<file path="src/rtl/pc_gen_if.sv">
// Fetch-side bundle for pc_gen: fetch handshake, control-flow overrides and BTB update port.
// master is the PC generator; slave is the pipeline/instruction-memory side.
interface pc_gen_if #(
  parameter int unsigned XLEN = 32
);
  logic            stall;
  logic            redirect_valid;
  logic [XLEN-1:0] redirect_pc;
  logic            trap_valid;
  logic [XLEN-1:0] trap_pc;
  logic            fetch_valid;
  logic            fetch_ready;
  logic [XLEN-1:0] fetch_pc;
  logic            fetch_pred_taken;
  logic            btb_upd_valid;
  logic [XLEN-1:0] btb_upd_pc;
  logic [XLEN-1:0] btb_upd_target;
  logic            btb_upd_taken;

  modport master (
    input  stall, redirect_valid, redirect_pc, trap_valid, trap_pc,
    input  fetch_ready,
    input  btb_upd_valid, btb_upd_pc, btb_upd_target, btb_upd_taken,
    output fetch_valid, fetch_pc, fetch_pred_taken
  );

  modport slave (
    output stall, redirect_valid, redirect_pc, trap_valid, trap_pc,
    output fetch_ready,
    output btb_upd_valid, btb_upd_pc, btb_upd_target, btb_upd_taken,
    input  fetch_valid, fetch_pc, fetch_pred_taken
  );
endinterface

</file>
<file path="src/rtl/pc_gen.sv">
// Fetch-stage program-counter generator with trap/redirect/stall priority and a
// direct-mapped branch target buffer predicting taken branches in the same cycle.
module pc_gen #(
  parameter int unsigned     XLEN         = 32,
  parameter logic [XLEN-1:0] RESET_VECTOR = '0,
  parameter int unsigned     INC          = 4,
  parameter int unsigned     BTB_ENTRIES  = 8
) (
  input  logic      clk,
  input  logic      rst,
  pc_gen_if.master  bus
);

  localparam int unsigned     IDX   = $clog2(BTB_ENTRIES);
  localparam int unsigned     TAG_W = XLEN - IDX - 2;
  localparam logic [XLEN-1:0] INC_W = XLEN'(INC);

  typedef enum logic [0:0] {
    ST_IDLE = 1'b0,
    ST_RUN  = 1'b1
  } state_e;

  function automatic logic [XLEN-1:0] word_align(input logic [XLEN-1:0] addr);
    return {addr[XLEN-1:2], 2'b00};
  endfunction

  // Each BTB entry carries even parity over tag and target; a corrupted entry reads as a miss.
  function automatic logic entry_parity(input logic [TAG_W-1:0] tag, input logic [XLEN-3:0] tgt);
    return ^{tag, tgt};
  endfunction

  state_e          state_r;
  state_e          state_next_s;
  logic [XLEN-1:0] pc_r;
  logic [XLEN-1:0] pc_next_s;
  logic            fetch_valid_s;
  logic            accept_s;

  logic             btb_valid_r [BTB_ENTRIES];
  logic [TAG_W-1:0] btb_tag_r   [BTB_ENTRIES];
  logic [XLEN-3:0]  btb_tgt_r   [BTB_ENTRIES];
  logic             btb_par_r   [BTB_ENTRIES];

  logic [IDX-1:0]   look_idx_s;
  logic [TAG_W-1:0] look_tag_s;
  logic             look_par_ok_s;
  logic             hit_s;
  logic [XLEN-1:0]  hit_target_s;

  logic [IDX-1:0]   upd_idx_s;
  logic [TAG_W-1:0] upd_tag_s;
  logic [XLEN-3:0]  upd_tgt_s;
  logic             upd_tag_match_s;
  logic             unused_bits_s;

  assign look_idx_s    = pc_r[IDX+1:2];
  assign look_tag_s    = pc_r[XLEN-1:IDX+2];
  assign look_par_ok_s = (btb_par_r[look_idx_s] == entry_parity(btb_tag_r[look_idx_s], btb_tgt_r[look_idx_s]));
  assign hit_s         = btb_valid_r[look_idx_s] & (btb_tag_r[look_idx_s] == look_tag_s) & look_par_ok_s;
  assign hit_target_s  = {btb_tgt_r[look_idx_s], 2'b00};

  assign upd_idx_s       = bus.btb_upd_pc[IDX+1:2];
  assign upd_tag_s       = bus.btb_upd_pc[XLEN-1:IDX+2];
  assign upd_tgt_s       = bus.btb_upd_target[XLEN-1:2];
  assign upd_tag_match_s = (btb_tag_r[upd_idx_s] == upd_tag_s);
  assign unused_bits_s   = ^{bus.btb_upd_pc[1:0], bus.btb_upd_target[1:0]};

  assign accept_s = fetch_valid_s & bus.fetch_ready & ~bus.stall;

  assign bus.fetch_valid      = fetch_valid_s;
  assign bus.fetch_pc         = pc_r;
  assign bus.fetch_pred_taken = hit_s;

  // Request-valid state register.
  always_ff @(posedge clk or posedge rst) begin
    if (rst) begin
      state_r <= ST_IDLE;
    end else begin
      state_r <= state_next_s;
    end
  end

  // Next-state logic: one idle cycle out of reset, then requests are continuous.
  always_comb begin
    state_next_s = ST_IDLE;
    case (state_r)
      ST_IDLE: state_next_s = ST_RUN;
      ST_RUN:  state_next_s = ST_RUN;
      default: state_next_s = ST_IDLE;
    endcase
  end

  // Output decode of the request state.
  always_comb begin
    fetch_valid_s = 1'b0;
    case (state_r)
      ST_RUN:  fetch_valid_s = 1'b1;
      default: fetch_valid_s = 1'b0;
    endcase
  end

  // Next-PC selection; trap and redirect override stall and backpressure.
  always_comb begin
    pc_next_s = pc_r;
    if (bus.trap_valid) begin
      pc_next_s = word_align(bus.trap_pc);
    end else if (bus.redirect_valid) begin
      pc_next_s = word_align(bus.redirect_pc);
    end else if (!accept_s) begin
      pc_next_s = pc_r;
    end else if (hit_s) begin
      pc_next_s = hit_target_s;
    end else begin
      pc_next_s = pc_r + INC_W;
    end
  end

  // Fetch PC register.
  always_ff @(posedge clk or posedge rst) begin
    if (rst) begin
      pc_r <= RESET_VECTOR;
    end else begin
      pc_r <= pc_next_s;
    end
  end

  // BTB storage; lookup reads these registers, so a same-cycle update is seen one cycle later.
  always_ff @(posedge clk or posedge rst) begin
    if (rst) begin
      for (int i = 0; i < int'(BTB_ENTRIES); i++) begin
        btb_valid_r[i] <= 1'b0;
        btb_tag_r[i]   <= '0;
        btb_tgt_r[i]   <= '0;
        btb_par_r[i]   <= 1'b0;
      end
    end else if (bus.btb_upd_valid) begin
      if (bus.btb_upd_taken) begin
        btb_valid_r[upd_idx_s] <= 1'b1;
        btb_tag_r[upd_idx_s]   <= upd_tag_s;
        btb_tgt_r[upd_idx_s]   <= upd_tgt_s;
        btb_par_r[upd_idx_s]   <= entry_parity(upd_tag_s, upd_tgt_s);
      end else if (upd_tag_match_s) begin
        btb_valid_r[upd_idx_s] <= 1'b0;
      end else begin
        btb_valid_r[upd_idx_s] <= btb_valid_r[upd_idx_s];
      end
    end
  end

endmodule
</file>
<file path="src/flat_wrapper.sv">
// flat-port wrapper written by rule: the top's interface ports become plain ports
module pc_gen_flat 
#(
  parameter int unsigned     XLEN         = 32,
  parameter logic [XLEN-1:0] RESET_VECTOR = '0,
  parameter int unsigned     INC          = 4,
  parameter int unsigned     BTB_ENTRIES  = 8
)
  (clk, rst, bus_stall, bus_redirect_valid, bus_redirect_pc, bus_trap_valid, bus_trap_pc, bus_fetch_ready, bus_btb_upd_valid, bus_btb_upd_pc, bus_btb_upd_target, bus_btb_upd_taken, bus_fetch_valid, bus_fetch_pc, bus_fetch_pred_taken);
  pc_gen_if #(.XLEN(XLEN)) bus_i ();
  input  logic clk;
  input  logic rst;
  input wire logic [$bits(bus_i.stall)-1:0] bus_stall;
  input wire logic [$bits(bus_i.redirect_valid)-1:0] bus_redirect_valid;
  input wire logic [$bits(bus_i.redirect_pc)-1:0] bus_redirect_pc;
  input wire logic [$bits(bus_i.trap_valid)-1:0] bus_trap_valid;
  input wire logic [$bits(bus_i.trap_pc)-1:0] bus_trap_pc;
  input wire logic [$bits(bus_i.fetch_ready)-1:0] bus_fetch_ready;
  input wire logic [$bits(bus_i.btb_upd_valid)-1:0] bus_btb_upd_valid;
  input wire logic [$bits(bus_i.btb_upd_pc)-1:0] bus_btb_upd_pc;
  input wire logic [$bits(bus_i.btb_upd_target)-1:0] bus_btb_upd_target;
  input wire logic [$bits(bus_i.btb_upd_taken)-1:0] bus_btb_upd_taken;
  output wire logic [$bits(bus_i.fetch_valid)-1:0] bus_fetch_valid;
  output wire logic [$bits(bus_i.fetch_pc)-1:0] bus_fetch_pc;
  output wire logic [$bits(bus_i.fetch_pred_taken)-1:0] bus_fetch_pred_taken;
  assign bus_i.stall = bus_stall;
  assign bus_i.redirect_valid = bus_redirect_valid;
  assign bus_i.redirect_pc = bus_redirect_pc;
  assign bus_i.trap_valid = bus_trap_valid;
  assign bus_i.trap_pc = bus_trap_pc;
  assign bus_i.fetch_ready = bus_fetch_ready;
  assign bus_i.btb_upd_valid = bus_btb_upd_valid;
  assign bus_i.btb_upd_pc = bus_btb_upd_pc;
  assign bus_i.btb_upd_target = bus_btb_upd_target;
  assign bus_i.btb_upd_taken = bus_btb_upd_taken;
  assign bus_fetch_valid = bus_i.fetch_valid;
  assign bus_fetch_pc = bus_i.fetch_pc;
  assign bus_fetch_pred_taken = bus_i.fetch_pred_taken;
  pc_gen #(.XLEN(XLEN), .RESET_VECTOR(RESET_VECTOR), .INC(INC), .BTB_ENTRIES(BTB_ENTRIES)) u_core (.clk(clk), .rst(rst), .bus(bus_i));
endmodule
</file>
<file path="config.mk">
export PLATFORM = sky130hd
export DESIGN_NAME = pc_gen_flat
export DESIGN_NICKNAME = d
export VERILOG_FILES = /design/src/rtl/pc_gen_if.sv /design/src/rtl/pc_gen.sv /design/src/flat_wrapper.sv
export SDC_FILE = /design/constraint.sdc
export NUM_CORES = 1
export LEC_CHECK = 0
export CORE_MARGIN = 3
export CORE_UTILIZATION = 60
export CTS_BUF_LIST = sky130_fd_sc_hd__clkbuf_2
export DETAILED_ROUTE_END_ITERATION = 16
export HOLD_SLACK_MARGIN = 0.06
export PLACE_DENSITY = 0.8
export SLEW_MARGIN = 20
export SYNTH_ARGS = -nofsm -noshare
export SYNTH_HDL_FRONTEND = slang
export SYNTH_SLANG_ARGS = --single-unit
</file>
<file path="constraint.sdc">
create_clock -name clk -period 42.1 [get_ports clk]
set_input_delay 6.315 -clock clk [delete_from_list [all_inputs] [get_ports clk]]
set_output_delay 6.315 -clock clk [all_outputs]
set_load 0.005 [all_outputs]
</file>
==> results by group <==
Timing
  • Final setup viols: 0
  • Final hold slack: 474 ps
  • F_max: 72.6 MHz
  • RSZ-0062 raised after global routing: false
  • Fin. Hold Viols: 0
  • Min Tclk post-route: 13780 ps
  • Slew @ Worst Pin: 1070 ps
  • Max-slew violations: 0
  • Sum Neg Setup Slack: 0 ps
  • Rel. slew slack: between 20% and 30%
  • Worst Clk Skew: 112 ps
  • Crit share post-route: 32.7%

GRT
  • First-pass GRT wire length: 143000 um
  • Vias in the first global route: approximately 25000
  • Total track usage: 37.7%
  • Global route overflow: 0
  • Largest net degree at the start of global routing: a little over 200
  • Antenna violations before repair: 7

Clock network
  • Clock tree buffer depth: 3
  • Post_cts resized: 0
  • CTS tree: built
  • Max H-tree Level: 4
  • Total clock sinks: a little over 500
  • Postcts setup bufs: 0
  • Worst-path clk slew: 100 ps
  • # hold bufs at CTS: 0
  • Clock root buffer: clkbuf_2
  • Worst-Skew Late Latency: 1330 ps
  • CTS buffer count: 130

Pwr
  • Flop pwr share: between 40 and 50%
  • P_int: 1.00 mW
  • Clock share of power: roughly 22%
  • Power Density: between 50 and 60 mW/mm^2
  • Sw frac: around 40%
  • Max VDD drop: about 0.07 mV
  • Sw Pwr: 0.664 mW
  • Lkg Pwr: 15.0 nW
  • Combinational cell fraction of total power: 37.8%

Logic synthesis
  • Post-synth top area cell: dfrtp_1
  • Post-Synthesis Cell Area: around 0.028 mm^2
  • Synth area leaders: dfrtp_1 45%, nand2_1 19%, mux4_2 7.8%
  • Yosys cell types: 50
  • Syn avg cell area: around 8.9 um^2
  • Syn Inst Count: about 3200
  • Async S/R FF share, synth: 100%
  • Synth top area share: between 40 and 50%
  • FF+latch count, synth: 503
  • Seq/Total Area, Yosys: 45.0%
  • Ys flop type: dfrtp_1
  • Number of synthesized flops with an enable pin: 0
  • Number of warnings issued by yosys: 0

Layout
  • NumNets Final: 3378
  • Commonest non-fill, non-tap cell in the layout: nand2_1
  • Share of cells above drive strength 1: 12.8%
  • Fillers: roughly 3500
  • FF+latch area: 0.0126 mm^2
  • Footprint of the multi-input gates: 0.0144 mm^2
  • Commonest cells after routing, fill and taps aside: 1431 x nand2_1, 501 x dfrtp_1, 186 x clkbuf_2
  • Area Overhead vs Synth: 10.8%

Placed design
  • Port Buf Inserts: 159
  • Post-DP HPWL: 56400 um
  • GP Congestion: 0.931

Route
  • DRT antenna net count: 0
  • WL per Instance: 23.8 um
  • Total wire length: 93800 um
  • First DRT Iteration DRCs: between 3000 and 4000
  • Wire length on met1: 32700 um
  • DR pass1 iterations: 9
  • Via count: 25223
  • Average vias per placed instance: 6.41
  • Met3 routed WL: 14000 um
  • Top Metal Used: met5
  • Metal2 WL: 41400 um
  • DR DRC count: 0

Run status
  • Outcome: completed

Hold path
  • Worst min-delay path class: reg -> reg

Setup path
  • Arr. time, crit path: 7460 ps
  • Worst setup SP type: register
  • Critical path class: reg -> out
  • Data required time of the worst path: 35780 ps
  • Crit Path Max Fanout: 36
  • Setup crit end kind: primary output

Floorplan
  • Placeable core area: 0.0458 mm^2
  • Die Ht: 222 um
  • DIE AREA: 0.0493 mm^2
  • Ports: 170
  • Rows: 78
  • Initial Util: between 60% and 70%
  • Chip Width: 222 um

Run
  • Max Cap Violations: 0
## stage by stage
step	power, mW	util, %	instances	setup slack, ps	instance area [um^2]
after floorplan	1.12	-	3154	21740	28000
after global placement	1.26	64.9	3708	29910	29700
after detailed placement	1.29	64.9	3708	29850	29700
after CTS	1.65	67.7	3932	28330	31000
after global routing	1.75	67.7	3936	28080	31000
final	1.67	67.8	3938	28320	31000
## Yosys cell counts (13+ instances only)
cell and n:
a21oi_1 30, xor2_1 94, a221oi_1 27, mux2_2 33, o22ai_1 37, dfrtp_1 503, clkbuf_1 194, a22oi_1 97
nand2_1 1439, xnor2_1 176, o21ai_0 41, mux4_2 97, nand4_1 39, buf_2 13, nand3_1 24, buf_4 19
nor2_1 64, mux2i_1 100, buf_1 14
## final cells by class
type	instances	share of cell area [%]
clock inverters	38	1.05
repair buffers	201	6.25
multi-input cells	2395	46.5
flip-flops and latches	503	40.6
clock buffers	186	3.00
diodes	5	0.0403
inverters	10	0.145
well taps	600	2.42
## routing by layer
metal | global-route usage [%] | vias up
met1 | 47.9 | 12018
met2 | 56.7 | 2063
li1 | - | 10632
met3 | 13.2 | 502
met5 | 0 | -
met4 | 21.3 | 8
## sequential cells by signal, summed over array words and instances (netlist names)
signal / count
u_core.btb_tgt_r: 240
u_core.btb_tag_r: 216
u_core.bus.fetch_pc: 30
u_core.btb_par_r: 8
u_core.btb_valid_r: 8
u_core.state_r: 1
## kinds of logic after synthesis
family,count (synthesis),synth area share (%)
AND/OR/NAND/NOR,1607,22.4
XOR/XNOR,274,8.80
buffers and inverters,256,3.91
other,2,0.0268
flip-flops,503,45.0
multiplexers,237,13.1
AO/OA/AOI/OAI,273,6.82
adder cells (fa/ha/maj),1,0.0447
## power by group through the flow
stage	combinational, mW	clock, mW	sequential, mW
after floorplan	0.479	0	0.644
after global placement	0.595	0	0.665
final	0.631	0.368	0.668
after CTS	0.617	0.370	0.663
after detailed placement	0.614	0	0.673
after global routing	0.674	0.397	0.677
## worst max-delay path: stages, from the launching register on
cell and delay (ps):
dfrtp_4 750, buf_4 640, buf_4 700, mux4_2 600
mux2i_1 690, xnor2_1 160, xnor2_1 410, xnor2_1 190
xnor3_2 430, xor2_4 200, nor2_4 640, clkdlybuf4s50_1 650
## path summary, 6_finish.rpt
kind | slack, ps | end | startpoint | cells past startpoint
setup reg to reg | 35800 | u_core.bus.fetch_pc[27] | u_core.bus.fetch_pc[2] | 12
max in group asynchronous | 34170 | u_core.bus.fetch_pc[3] | rst | 4
min in group asynchronous | 5530 | u_core.btb_tag_r[211] | rst | 2
setup / recovery | 28320 | bus_fetch_pred_taken | u_core.bus.fetch_pc[2] | 11
hold / removal | 470 | u_core.btb_tgt_r[30] | u_core.btb_tgt_r[30] | 2
hold reg to reg | 470 | u_core.btb_tgt_r[30] | u_core.btb_tgt_r[30] | 2
(Power assumes the default switching activity.)
